File: config.mk
export PLATFORM = sky130hd
export DESIGN_NAME = ordering_unpack_flat
export DESIGN_NICKNAME = d
export VERILOG_FILES = /design/src/rtl/ordering_unpack_pkg.sv /design/src/rtl/ordering_unpack_if.sv /design/src/rtl/ordering_unpack_beat_fifo.sv /design/src/rtl/ordering_unpack.sv /design/src/flat_wrapper.sv
export SDC_FILE = /design/constraint.sdc
export NUM_CORES = 1
export LEC_CHECK = 0
export CAP_MARGIN = 20
export CORE_ASPECT_RATIO = 2
export CORE_MARGIN = 10
export CORE_UTILIZATION = 55
export DETAILED_ROUTE_END_ITERATION = 6
export DONT_BUFFER_PORTS = 1
export PLACE_DENSITY = 0.7
export SLEW_MARGIN = 20
export SYNTH_ARGS = -nofsm -noshare
export SYNTH_HDL_FRONTEND = slang
export SYNTH_SLANG_ARGS = --single-unit
export TNS_END_PERCENT = 30
File: constraint.sdc
create_clock -name clk -period 6.7 [get_ports clk]
set_input_delay 0.67 -clock clk [delete_from_list [all_inputs] [get_ports clk]]
set_output_delay 0.67 -clock clk [all_outputs]
set_load 0.005 [all_outputs]
File: src/rtl/ordering_unpack_pkg.sv
// Shared types and constants for the ordering load deserializer.
// Holds the default tour size, the beat type and a helper that gives the
// number of valid slots in the final (possibly partial) beat.
package ordering_unpack_pkg;

  localparam int city_num     = 31;
  localparam int city_num_log = 5;
  localparam int city_w       = 8;

  // One host beat: eight city indices, slot 7 carries the first city.
  typedef logic [7:0][city_w-1:0] ordering_beat_t;

  typedef enum logic {
    ST_IDLE = 1'b0,
    ST_RUN  = 1'b1
  } unpack_state_e;

  // Number of meaningful slots in the last beat of an n-city tour.
  function automatic int last_beat_slots(input int n);
    return ((n % 8) == 0) ? 8 : (n % 8);
  endfunction

endpackage

File: src/rtl/ordering_unpack_if.sv
// Host beat stream plus the ordering RAM write port.
// The master side drives beats and observes writes; the slave side is the
// deserializer, which consumes beats and produces RAM writes.
interface ordering_unpack_if
  import ordering_unpack_pkg::*;
#(
  parameter int CITY_NUM_LOG = city_num_log
);

  logic                    ordering_in_valid;
  ordering_beat_t          ordering_in_data;
  logic                    wr_en;
  logic [CITY_NUM_LOG-1:0] wr_addr;
  logic [city_w-1:0]       wr_data;

  modport master (
    output ordering_in_valid,
    output ordering_in_data,
    input  wr_en,
    input  wr_addr,
    input  wr_data
  );

  modport slave (
    input  ordering_in_valid,
    input  ordering_in_data,
    output wr_en,
    output wr_addr,
    output wr_data
  );

endinterface

File: src/rtl/ordering_unpack_beat_fifo.sv
// Beat FIFO for the ordering deserializer: DEPTH entries of W bits,
// combinational head, synchronous clear, asynchronous active-low reset.
// The depth equals the beats per tour, so the producer never overruns it.
module ordering_unpack_beat_fifo
  import ordering_unpack_pkg::*;
#(
  parameter int DEPTH = 4,
  parameter int W     = 8 * city_w
) (
  input  logic         clk,
  input  logic         reset,
  input  logic         clr,
  input  logic         push,
  input  logic [W-1:0] din,
  input  logic         pop,
  output logic [W-1:0] dout,
  output logic         empty
);

  localparam int AW = (DEPTH > 1) ? $clog2(DEPTH) : 1;
  localparam int CW = $clog2(DEPTH + 1);

  logic [W-1:0]  mem_q [DEPTH];
  logic [AW-1:0] rd_ptr_q, wr_ptr_q;
  logic [CW-1:0] count_q;

  function automatic logic [AW-1:0] next_ptr(input logic [AW-1:0] p);
    return (p == AW'(DEPTH - 1)) ? '0 : p + AW'(1);
  endfunction

  assign dout  = mem_q[rd_ptr_q];
  assign empty = (count_q == '0);

  // Storage array: data only, written on push.
  always_ff @(posedge clk) begin
    if (push) mem_q[wr_ptr_q] <= din;
  end

  // Pointer and occupancy bookkeeping; clear drops all contents.
  always_ff @(posedge clk or negedge reset) begin
    if (!reset) begin
      rd_ptr_q <= '0;
      wr_ptr_q <= '0;
      count_q  <= '0;
    end else if (clr) begin
      rd_ptr_q <= '0;
      wr_ptr_q <= '0;
      count_q  <= '0;
    end else begin
      if (push) wr_ptr_q <= next_ptr(wr_ptr_q);
      if (pop)  rd_ptr_q <= next_ptr(rd_ptr_q);
      case ({push, pop})
        2'b10:   count_q <= count_q + CW'(1);
        2'b01:   count_q <= count_q - CW'(1);
        default: count_q <= count_q;
      endcase
    end
  end

endmodule

File: src/rtl/ordering_unpack.sv
// Receive-side deserializer for the host ordering load stream.
// Buffers 8-city beats and writes one city per cycle into the ordering RAM,
// slot 7 first, with a done pulse after the last tour position.
// Optional macro ORDERING_CHECK_EN adds a permutation checker driving perm_err.
module ordering_unpack
  import ordering_unpack_pkg::*;
#(
  parameter int CITY_NUM     = city_num,
  parameter int CITY_NUM_LOG = city_num_log,
  parameter int BEAT_NUM     = (CITY_NUM + 7) / 8
) (
  input  logic                    clk,
  input  logic                    reset,
  input  logic                    start,
  ordering_unpack_if.slave        ord,
  output logic                    busy,
  output logic                    done,
  output logic                    ovf,
  output logic                    perm_err
);

  localparam int BCW       = $clog2(BEAT_NUM + 1);
  localparam int LAST_SLOT = 8 - last_beat_slots(CITY_NUM);
  localparam logic [CITY_NUM_LOG-1:0] LAST_ADDR = CITY_NUM_LOG'(CITY_NUM - 1);

  unpack_state_e           state_q;
  logic [BCW-1:0]          beats_in_q, beats_out_q;
  logic [2:0]              slot_q;
  logic [CITY_NUM_LOG-1:0] addr_q;
  logic                    fin_q;
  logic                    wr_en_q;
  logic [CITY_NUM_LOG-1:0] wr_addr_q;
  logic [city_w-1:0]       wr_data_q;
  logic                    busy_q, done_q, ovf_q;

  logic           arm_d, accept_d, drop_d, emit_d, pop_d, fifo_empty;
  ordering_beat_t head;

  // Beat accept/drop, emission and pop decisions for this cycle.
  always_comb begin
    arm_d    = start && (state_q == ST_IDLE);
    accept_d = ord.ordering_in_valid && (state_q == ST_RUN) &&
               (beats_in_q < BCW'(BEAT_NUM));
    drop_d   = ord.ordering_in_valid && !accept_d;
    emit_d   = (state_q == ST_RUN) && !fin_q && !fifo_empty;
    // The head leaves after slot 0, or after the last real slot of the final beat.
    pop_d    = emit_d && ((slot_q == 3'd0) ||
               ((beats_out_q == BCW'(BEAT_NUM - 1)) && (slot_q == 3'(LAST_SLOT))));
  end

  ordering_unpack_beat_fifo #(
    .DEPTH (BEAT_NUM),
    .W     (8 * city_w)
  ) u_beat_fifo (
    .clk   (clk),
    .reset (reset),
    .clr   (arm_d),
    .push  (accept_d),
    .din   (ord.ordering_in_data),
    .pop   (pop_d),
    .dout  (head),
    .empty (fifo_empty)
  );

  // Load FSM with registered RAM write port and status outputs.
  always_ff @(posedge clk or negedge reset) begin
    if (!reset) begin
      state_q     <= ST_IDLE;
      beats_in_q  <= '0;
      beats_out_q <= '0;
      slot_q      <= 3'd7;
      addr_q      <= '0;
      fin_q       <= 1'b0;
      wr_en_q     <= 1'b0;
      wr_addr_q   <= '0;
      wr_data_q   <= '0;
      busy_q      <= 1'b0;
      done_q      <= 1'b0;
      ovf_q       <= 1'b0;
    end else begin
      done_q  <= 1'b0;
      wr_en_q <= 1'b0;
      if (arm_d) begin
        state_q     <= ST_RUN;
        busy_q      <= 1'b1;
        beats_in_q  <= '0;
        beats_out_q <= '0;
        slot_q      <= 3'd7;
        addr_q      <= '0;
        fin_q       <= 1'b0;
        ovf_q       <= 1'b0;
      end else if (state_q == ST_RUN) begin
        if (fin_q) begin
          state_q <= ST_IDLE;
          busy_q  <= 1'b0;
          done_q  <= 1'b1;
          fin_q   <= 1'b0;
        end
        if (accept_d) beats_in_q <= beats_in_q + BCW'(1);
        if (emit_d) begin
          wr_en_q   <= 1'b1;
          wr_addr_q <= addr_q;
          wr_data_q <= head[slot_q];
          addr_q    <= addr_q + CITY_NUM_LOG'(1);
          if (addr_q == LAST_ADDR) fin_q <= 1'b1;
          if (pop_d) begin
            slot_q      <= 3'd7;
            beats_out_q <= beats_out_q + BCW'(1);
          end else begin
            slot_q <= slot_q - 3'd1;
          end
        end
      end
      // A dropped beat wins over the clear done by start in the same cycle.
      if (drop_d) ovf_q <= 1'b1;
    end
  end

  assign ord.wr_en   = wr_en_q;
  assign ord.wr_addr = wr_addr_q;
  assign ord.wr_data = wr_data_q;
  assign busy        = busy_q;
  assign done        = done_q;
  assign ovf         = ovf_q;

`ifdef ORDERING_CHECK_EN
  logic [CITY_NUM-1:0] seen_q;
  logic [CITY_NUM-1:0] hit_d;
  logic                bad_d;
  logic                perm_q;

  // Classify the write issued last cycle; out-of-range cities shift out to zero.
  always_comb begin
    hit_d = CITY_NUM'(1) << wr_data_q;
    bad_d = (int'(wr_data_q) >= CITY_NUM) || (|(seen_q & hit_d)) ||
            ((wr_addr_q == '0) && (wr_data_q != '0));
  end

  // Seen-bitmap and sticky error, both cleared when a load is armed.
  always_ff @(posedge clk or negedge reset) begin
    if (!reset) begin
      seen_q <= '0;
      perm_q <= 1'b0;
    end else if (arm_d) begin
      seen_q <= '0;
      perm_q <= 1'b0;
    end else if (wr_en_q) begin
      seen_q <= seen_q | hit_d;
      if (bad_d) perm_q <= 1'b1;
    end
  end

  assign perm_err = perm_q;
`else
  assign perm_err = 1'b0;
`endif

endmodule

File: src/flat_wrapper.sv
// flat-port wrapper written by rule: the top's interface ports become plain ports
module ordering_unpack_flat import ordering_unpack_pkg::*;
#(
  parameter int CITY_NUM     = city_num,
  parameter int CITY_NUM_LOG = city_num_log,
  parameter int BEAT_NUM     = (CITY_NUM + 7) / 8
)
  (clk, reset, start, busy, done, ovf, perm_err, ord_ordering_in_valid, ord_ordering_in_data, ord_wr_en, ord_wr_addr, ord_wr_data);
  ordering_unpack_if #(.CITY_NUM_LOG(CITY_NUM_LOG)) ord_i ();
  input  logic clk;
  input  logic reset;
  input  logic start;
  output logic busy;
  output logic done;
  output logic ovf;
  output logic perm_err;
  input wire logic [$bits(ord_i.ordering_in_valid)-1:0] ord_ordering_in_valid;
  input wire logic [$bits(ord_i.ordering_in_data)-1:0] ord_ordering_in_data;
  output wire logic [$bits(ord_i.wr_en)-1:0] ord_wr_en;
  output wire logic [$bits(ord_i.wr_addr)-1:0] ord_wr_addr;
  output wire logic [$bits(ord_i.wr_data)-1:0] ord_wr_data;
  assign ord_i.ordering_in_valid = ord_ordering_in_valid;
  assign ord_i.ordering_in_data = ord_ordering_in_data;
  assign ord_wr_en = ord_i.wr_en;
  assign ord_wr_addr = ord_i.wr_addr;
  assign ord_wr_data = ord_i.wr_data;
  ordering_unpack #(.CITY_NUM(CITY_NUM), .CITY_NUM_LOG(CITY_NUM_LOG), .BEAT_NUM(BEAT_NUM)) u_core (.clk(clk), .reset(reset), .start(start), .ord(ord_i), .busy(busy), .done(done), .ovf(ovf), .perm_err(perm_err));
endmodule
==> impl_metrics.json, run 1 <==
{
  "grt_pass1_wl_um": 36100,
  "diodes": 0,
  "wl_met3_um": 1540,
  "viasPerCell": 6.01,
  "fmax_mhz": 305,
  "critPathBufInv": 2,
  "ys.warnings.count": 0,
  "hold_depth": 0,
  "nets": 776,
  "fin_crit_ns": 3.28,
  "cp-start-kind": "flop",
  "ff2ff_path_depth": 10,
  "postSynthAreaPerCell_um2": 17.2,
  "die_w_um": 124,
  "cts_inserted_buffers": 26,
  "synth.distinct_cells": 39,
  "arrival_ns": 3.74,
  "cts_resized": 0,
  "worst-setup-path-type": "flop to flop",
  "cts_sinks": 296,
  "grt_overflow": 0,
  "clkSlewWorstSetupHoldPaths_ns": 0.07,
  "synth-seq-cells": 296,
  "hp-class": "primary input to flop",
  "drt-pass1-iter-count": 5,
  "drive_gt1_share_pct": 10.8,
  "wl_um": 24000,
  "rr_startpoint": "u_core.u_beat_fifo.count_q[0]",
  "start_util_pct": 55.5,
  "worstPathMaxFanout": 26,
  "setup_violations": 0,
  "pwr-share-comb_pct": 25.6,
  "rsz0062_at_grt": "no",
  "drv_cap": 0,
  "clkPwrFrac_pct": 27.6,
  "dieArea_mm2": 0.0282,
  "cts-root-buf": "clkbuf_16",
  "worstHoldStart": "ord_ordering_in_data[54]",
  "antenna_left": 0,
  "drt_iter0_markers": 414,
  "setup_tns_ns": 0,
  "hold_viol": 0,
  "grt_pass1_vias": 6171,
  "core_area_mm2": 0.0214,
  "netlist_area_mm2": 0.0119,
  "slowest_stage": "or2_2",
  "r2r_slack_ns": 3.42,
  "dp_hpwl_um": 15000,
  "grt_max_degree": 65,
  "dpl_worst_slack_ns": 3.41,
  "vias": 5908,
  "post_cts_buffers": 0,
  "routedWlPerCell_um": 24.4,
  "critPathMaxStageDelay_ns": 0.49,
  "crit_top_cell": "inv_1",
  "vdd_drop_max_mv": 0.285,
  "r2r-end": "u_core.u_beat_fifo.count_q[2]",
  "gp_congestion": 0.788,
  "holdPathEnd": "u_core.u_beat_fifo.mem_q[0][54]",
  "yosysSeqAreaShare_pct": 73.2,
  "tightest_slew_ns": 1.04,
  "clk_path_buf_depth": 3,
  "dr_wl_met2_um": 13400,
  "track_usage_pct": 16.8,
  "slew_viol_final": 0,
  "fin_crit_sh_pct": 49.0,
  "synth_fp_nets": 774,
  "path_cells": "nor3_1 -> or2_2 -> inv_1 -> nand2_1 -> inv_1 -> ha_1 -> fa_1 -> xnor2_1 -> or3_1 -> a21oi_1",
  "p_sw_share_pct": 30.8,
  "rows": 76,
  "fin_skew_ns": 0.0118,
  "top_layer": "met4",
  "portBuffers": 0,
  "cts_tree": "done",
  "leakage_nw": 4.38,
  "p_sw_mw": 1.69,
  "ios": 86,
  "powerDensity_mw_per_mm2": 425,
  "antenna_found_initial": 0,
  "critPathCaptureType": "flop",
  "drt-met1-wl_um": 8340,
  "status": "finished clean",
  "worstSetupStartpoint": "u_core.u_beat_fifo.count_q[0]",
  "die_height_um": 228,
  "h-tree-depth": 1,
  "worstSkewPairLatency_ns": 0.53,
  "syn_inst": 691,
  "drc": 0,
  "worst_slack_ns": 3.42,
  "synthToLayoutAreaGrowth_pct": 8.67,
  "relSlewSlack_pct": 30.7,
  "internal_power_mw": 3.80,
  "critPathTopFamily": "simple AND/OR/NAND/NOR gates",
  "pwr-share-seq_pct": 46.8,
  "worstPathRequired_ns": 7.16
}
==> routing by layer <==
layer / global-route usage (%) / vias up
met4: 6.29 / 0
met5: 0 / -
met3: 4.18 / 42
met1: 17.9 / 3000
met2: 30.7 / 158
li1: - / 2708
==> kinds of logic after synthesis <==
group                      synth area share [%]
DFF                                        73.2
muxes                                      10.9
AOI/OAI and AO/OA                          7.97
and+or+nand+nor                            3.02
buffers and inverters                      2.83
adders and majority gates                  1.64
xor gates and xnor gates                  0.442
other                                    0.0316
==> synthesized netlist by cell type <==
cell | instances | area share (%)
nor2b_1 | 2 | 0.11
buf_4 | 7 | 0.44
a21oi_1 | 20 | 0.84
a221oi_2 | 7 | 0.88
o21a_1 | 1 | 0.063
o31ai_1 | 3 | 0.19
clkbuf_1 | 9 | 0.28
nand3_1 | 10 | 0.42
nand4_1 | 2 | 0.11
or2_2 | 3 | 0.16
buf_1 | 3 | 0.095
edfxtp_1 | 256 | 65
buf_6 | 6 | 0.57
o22ai_1 | 8 | 0.42
a221oi_1 | 9 | 0.66
or3_1 | 1 | 0.053
dfstp_2 | 3 | 0.66
conb_1 | 1 | 0.032
ha_1 | 14 | 1.5
and2_1 | 6 | 0.32
a22oi_1 | 32 | 2.0
and3b_1 | 1 | 0.074
fa_1 | 1 | 0.17
buf_8 | 1 | 0.13
buf_12 | 4 | 0.67
a22o_1 | 17 | 1.3
mux2i_1 | 129 | 11
o32ai_1 | 1 | 0.074
dfrtp_1 | 37 | 7.8
buf_2 | 7 | 0.29
nor3_1 | 2 | 0.084
nand2b_1 | 3 | 0.16
o41ai_2 | 8 | 1.1
inv_1 | 11 | 0.35
o21ai_0 | 11 | 0.46
xnor2_1 | 2 | 0.15
nand2_1 | 36 | 1.1
xor2_1 | 4 | 0.29
nor2_1 | 13 | 0.41
==> state kept, by name, indices dropped and copies added (netlist names), 2 cells and up <==
signal,count
u_core.beats_in_q,3
u_core.u_beat_fifo.wr_ptr_q,2
u_core.u_beat_fifo.mem_q,256
u_core.ord.wr_addr,5
u_core.slot_q,3
u_core.addr_q,5
u_core.beats_out_q,3
u_core.ord.wr_data,8
u_core.u_beat_fifo.rd_ptr_q,2
u_core.u_beat_fifo.count_q,3
==> layout by cell type (no fill, tap or decap), drive strengths merged, types with 3 or more instances in the layout <==
master,n
a21oi,20
a221oi,16
a22o,17
a22oi,32
and2,6
buf,10
bufinv,4
clkbuf,30
clkinv,6
clkinvlp,3
dfrtp,37
dfstp,3
edfxtp,256
ha,14
inv,13
mux2i,129
nand2,36
nand2b,3
nand3,10
nor2,13
o21ai,11
o22ai,8
o31ai,3
o41ai,8
or2,3
xor2,4
==> worst max-delay path by stage <==
stage	depth (start not counted)	endpoint	slack (ns)
floorplan	3	u_core.u_beat_fifo.mem_q[0][0]	3.72
global placement	10	u_core.u_beat_fifo.count_q[2]	3.51
detailed placement	10	u_core.u_beat_fifo.count_q[2]	3.41
CTS	10	u_core.u_beat_fifo.count_q[2]	3.39
global route	10	u_core.u_beat_fifo.count_q[2]	3.11
finish	10	u_core.u_beat_fifo.count_q[2]	3.42
==> stage by stage <==
step	hold WS [ns]	utilization [%]	std cells	instance area [um^2]	power, mW
finish	0.226	60.3	983	12900	5.49
global placement	0.376	56.1	936	12000	3.96
global route	0.208	60.3	983	12900	5.74
floorplan	0.374	-	691	11900	3.68
detailed placement	0.376	56.1	936	12000	4.02
CTS	0.212	60.3	983	12900	5.53
==> area by class of cell <==
cell class                 instances  area (um^2)
clock buffer                      30          687
clock inverter                    15          181
fill                            1541         8490
inverter                          11         41.3
multi-input combinational        347         2860
sequential                       296         8700
tap                              273          342
timing repair buffer              11         97.6
==> power by group through the flow <==
stage | clock network, mW | registers, mW | logic [mW]
finish | 1.52 | 2.57 | 1.40
global route | 1.61 | 2.60 | 1.53
CTS | 1.54 | 2.57 | 1.42
detailed placement | 0 | 2.61 | 1.41
global placement | 0 | 2.59 | 1.37
floorplan | 0 | 2.49 | 1.19
==> timing repair <==
action                                  in CTS  in global routing
hold endpoints to repair                    40                  0
hold buffers                                 2                  0
endpoints found under the setup margin       0                  0
Note: power is estimated with default switching activity, not from simulation.
==> run 2, diff against run 1 <==
--- a/config.mk
+++ b/config.mk
@@ -11,7 +11,7 @@
 export CORE_UTILIZATION = 55
 export DETAILED_ROUTE_END_ITERATION = 6
 export DONT_BUFFER_PORTS = 1
-export PLACE_DENSITY = 0.7
+export PLACE_DENSITY = 0.73
 export SLEW_MARGIN = 20
 export SYNTH_ARGS = -nofsm -noshare
 export SYNTH_HDL_FRONTEND = slang
==> constraint.sdc (replaced) <==
create_clock -name clk -period 2.7 [get_ports clk]
set_input_delay 0.27 -clock clk [delete_from_list [all_inputs] [get_ports clk]]
set_output_delay 0.27 -clock clk [all_outputs]
set_load 0.005 [all_outputs]
==> run 2 against run 1 <==
Against the previous run:
- count of clock-buffer cells in the layout shrank 1
- largest cell class unchanged
- register-to-register slack lost 3.3 ns
- critical path type unchanged
- design area up 6.0%
==> impl_metrics.json, run 2 (synthesis results as in run 1) <==
{
  "critPathCaptureType": "flop",
  "setup_tns_ns": 0,
  "setup_violations": 0,
  "clkSlewWorstSetupHoldPaths_ns": 0.07,
  "track_usage_pct": 17.7,
  "tightest_slew_ns": 1.03,
  "final_common_cell": "edfxtp_1",
  "hp-class": "primary input to flop",
  "rsz0062_at_grt": "no",
  "worstPathRequired_ns": 3.15,
  "fin_skew_ns": 0.0157,
  "worst-setup-path-type": "flop to flop",
  "fin_crit_ns": 2.57,
  "relSlewSlack_pct": 31.0,
  "dpl_worst_slack_ns": 0.00898,
  "rows": 76,
  "cts_inserted_buffers": 25,
  "die_height_um": 228,
  "power.total_mw": 13.6,
  "dieArea_mm2": 0.0282,
  "worstHoldStart": "ord_ordering_in_valid",
  "final_cells": 1062,
  "dp.cells": 948,
  "worstPathMaxFanout": 5,
  "core_area_mm2": 0.0214,
  "viasPerCell": 5.84,
  "r2r_slack_ns": 0.13,
  "mostFrequentLayoutCells": "edfxtp_1, mux2i_1, dlygate4sd3_1",
  "drt_iter0_markers": 344,
  "status": "finished clean",
  "top_register": "u_core.u_beat_fifo.mem_q",
  "ios": 86,
  "powerDensity_mw_per_mm2": 998,
  "hold_viol": 0,
  "grt_pass1_vias": 6781,
  "cts-root-buf": "clkbuf_16",
  "drive_gt1_share_pct": 11.4,
  "slew_viol_final": 0,
  "drt-pass1-iter-count": 5,
  "antenna_left": 0,
  "h-tree-depth": 1,
  "hold_depth": 3,
  "pwr-share-seq_pct": 45.8,
  "start_util_pct": 55.5,
  "fmax_mhz": 390,
  "rr_startpoint": "u_core.slot_q[1]",
  "portBuffers": 0,
  "cp-start-kind": "flop",
  "clk_path_buf_depth": 3,
  "largest_reg_flops": 256,
  "arrival_ns": 3.02,
  "cts_sinks": 296,
  "pwr-share-comb_pct": 29.0,
  "worst_slack_ns": 0.134,
  "die_w_um": 124,
  "vdd_drop_max_mv": 0.728,
  "synthToLayoutAreaGrowth_pct": 15.1,
  "gp_congestion": 0.777,
  "fin_crit_sh_pct": 95.0,
  "leakage_nw": 4.71,
  "clkPwrFrac_pct": 25.2,
  "p_sw_mw": 4.31,
  "p_sw_share_pct": 31.6,
  "grt_max_degree": 65,
  "grt_pass1_wl_um": 38500,
  "worstSkewPairLatency_ns": 0.53,
  "cts_tree": "done",
  "ff2ff_path_depth": 11,
  "routedWlPerCell_um": 23.4,
  "antenna_found_initial": 1,
  "wl_um": 24800,
  "r2r-end": "u_core.u_beat_fifo.count_q[2]",
  "internal_power_mw": 9.34,
  "vias": 6200,
  "grt_overflow": 0,
  "hold_slack_ns": 0.166,
  "dp_hpwl_um": 15400,
  "holdPathEnd": "u_core.beats_in_q[1]",
  "nets": 854,
  "drc": 0,
  "drv_cap": 0
}
run 2: per-stage QoR:
step	util (%)	cell area, um^2
3_3_place_gp	57.0	12200
4_1_cts	63.8	13700
6_report	63.9	13700
5_1_grt	63.9	13700
2_1_floorplan	-	11900
3_5_place_dp	57.0	12200
run 2: timing repair:
action	in CTS	in global routing
setup endpoints to repair	1	1
hold endpoints to repair	299	0
buffers inserted	1	0
hold buffers	68	0
gates resized for setup	0	4
run 2: layout make-up:
| cell class | instances | area, um^2 |
|---|---|---|
| clock buffer | 29 | 641 |
| sequential | 296 | 8700 |
| antenna | 1 | 2.50 |
| tap | 273 | 342 |
| inverter | 11 | 41.3 |
| multi-input combinational | 347 | 2880 |
| timing repair buffer | 90 | 943 |
| clock inverter | 15 | 131 |
| fill | 1468 | 7720 |
run 2: worst max-delay path by stage:
stage                         start                             end  slack [ns]  cells past startpoint
2_1_floorplan  u_core.beats_in_q[2]  u_core.u_beat_fifo.mem_q[2][0]       -0.04                      3
3_3_place_gp       u_core.slot_q[0]   u_core.u_beat_fifo.count_q[2]        0.13                     11
3_5_place_dp       u_core.slot_q[0]   u_core.u_beat_fifo.count_q[2]       0.009                     11
4_1_cts            u_core.slot_q[1]   u_core.u_beat_fifo.count_q[2]       0.009                     11
5_1_grt            u_core.slot_q[1]   u_core.u_beat_fifo.count_q[2]        0.02                     11
6_report           u_core.slot_q[1]   u_core.u_beat_fifo.count_q[2]        0.13                     11
run 2: worst max-delay path: stages (launching register included):
cell     delay [ns]
dfstp_2        0.56
inv_1          0.09
ha_1           0.20
a21oi_2        0.15
nor2_1         0.09
nand2_1        0.09
inv_1          0.11
ha_4           0.20
fa_2           0.39
xnor2_1        0.15
or3_1          0.32
a21oi_1        0.16
run 2: per-layer routing:
metal / global-route usage (%) / routed length, um / share of wire (%) / up-vias
met4: 7.70 / 977 / 3.9 / 0
met5: 0 / 0 / 0 / -
li1: - / - / - / 2866
met2: 32.1 / 13800 / 55 / 164
met1: 19.2 / 8890 / 36 / 3124
met3: 3.22 / 1200 / 4.8 / 46
run 2: power groups by stage:
stage / registers, mW / logic [mW] / clock network, mW
final: 6.26 / 3.96 / 3.43
after global routing: 6.33 / 4.33 / 3.69
after CTS: 6.25 / 3.99 / 3.48
after detailed placement: 6.36 / 3.81 / 0
after global placement: 6.30 / 3.67 / 0
after floorplan: 6.15 / 2.96 / 0
==> run 3, diff against run 2 <==
--- a/config.mk
+++ b/config.mk
@@ -11,6 +11,7 @@
 export CORE_UTILIZATION = 55
 export DETAILED_ROUTE_END_ITERATION = 6
 export DONT_BUFFER_PORTS = 1
+export GPL_ROUTABILITY_DRIVEN = 0
 export PLACE_DENSITY = 0.73
 export SLEW_MARGIN = 20
 export SYNTH_ARGS = -nofsm -noshare
==> results of run 3 <==
Same layout as run 2: the final DEF is identical, and so are final timing and power.
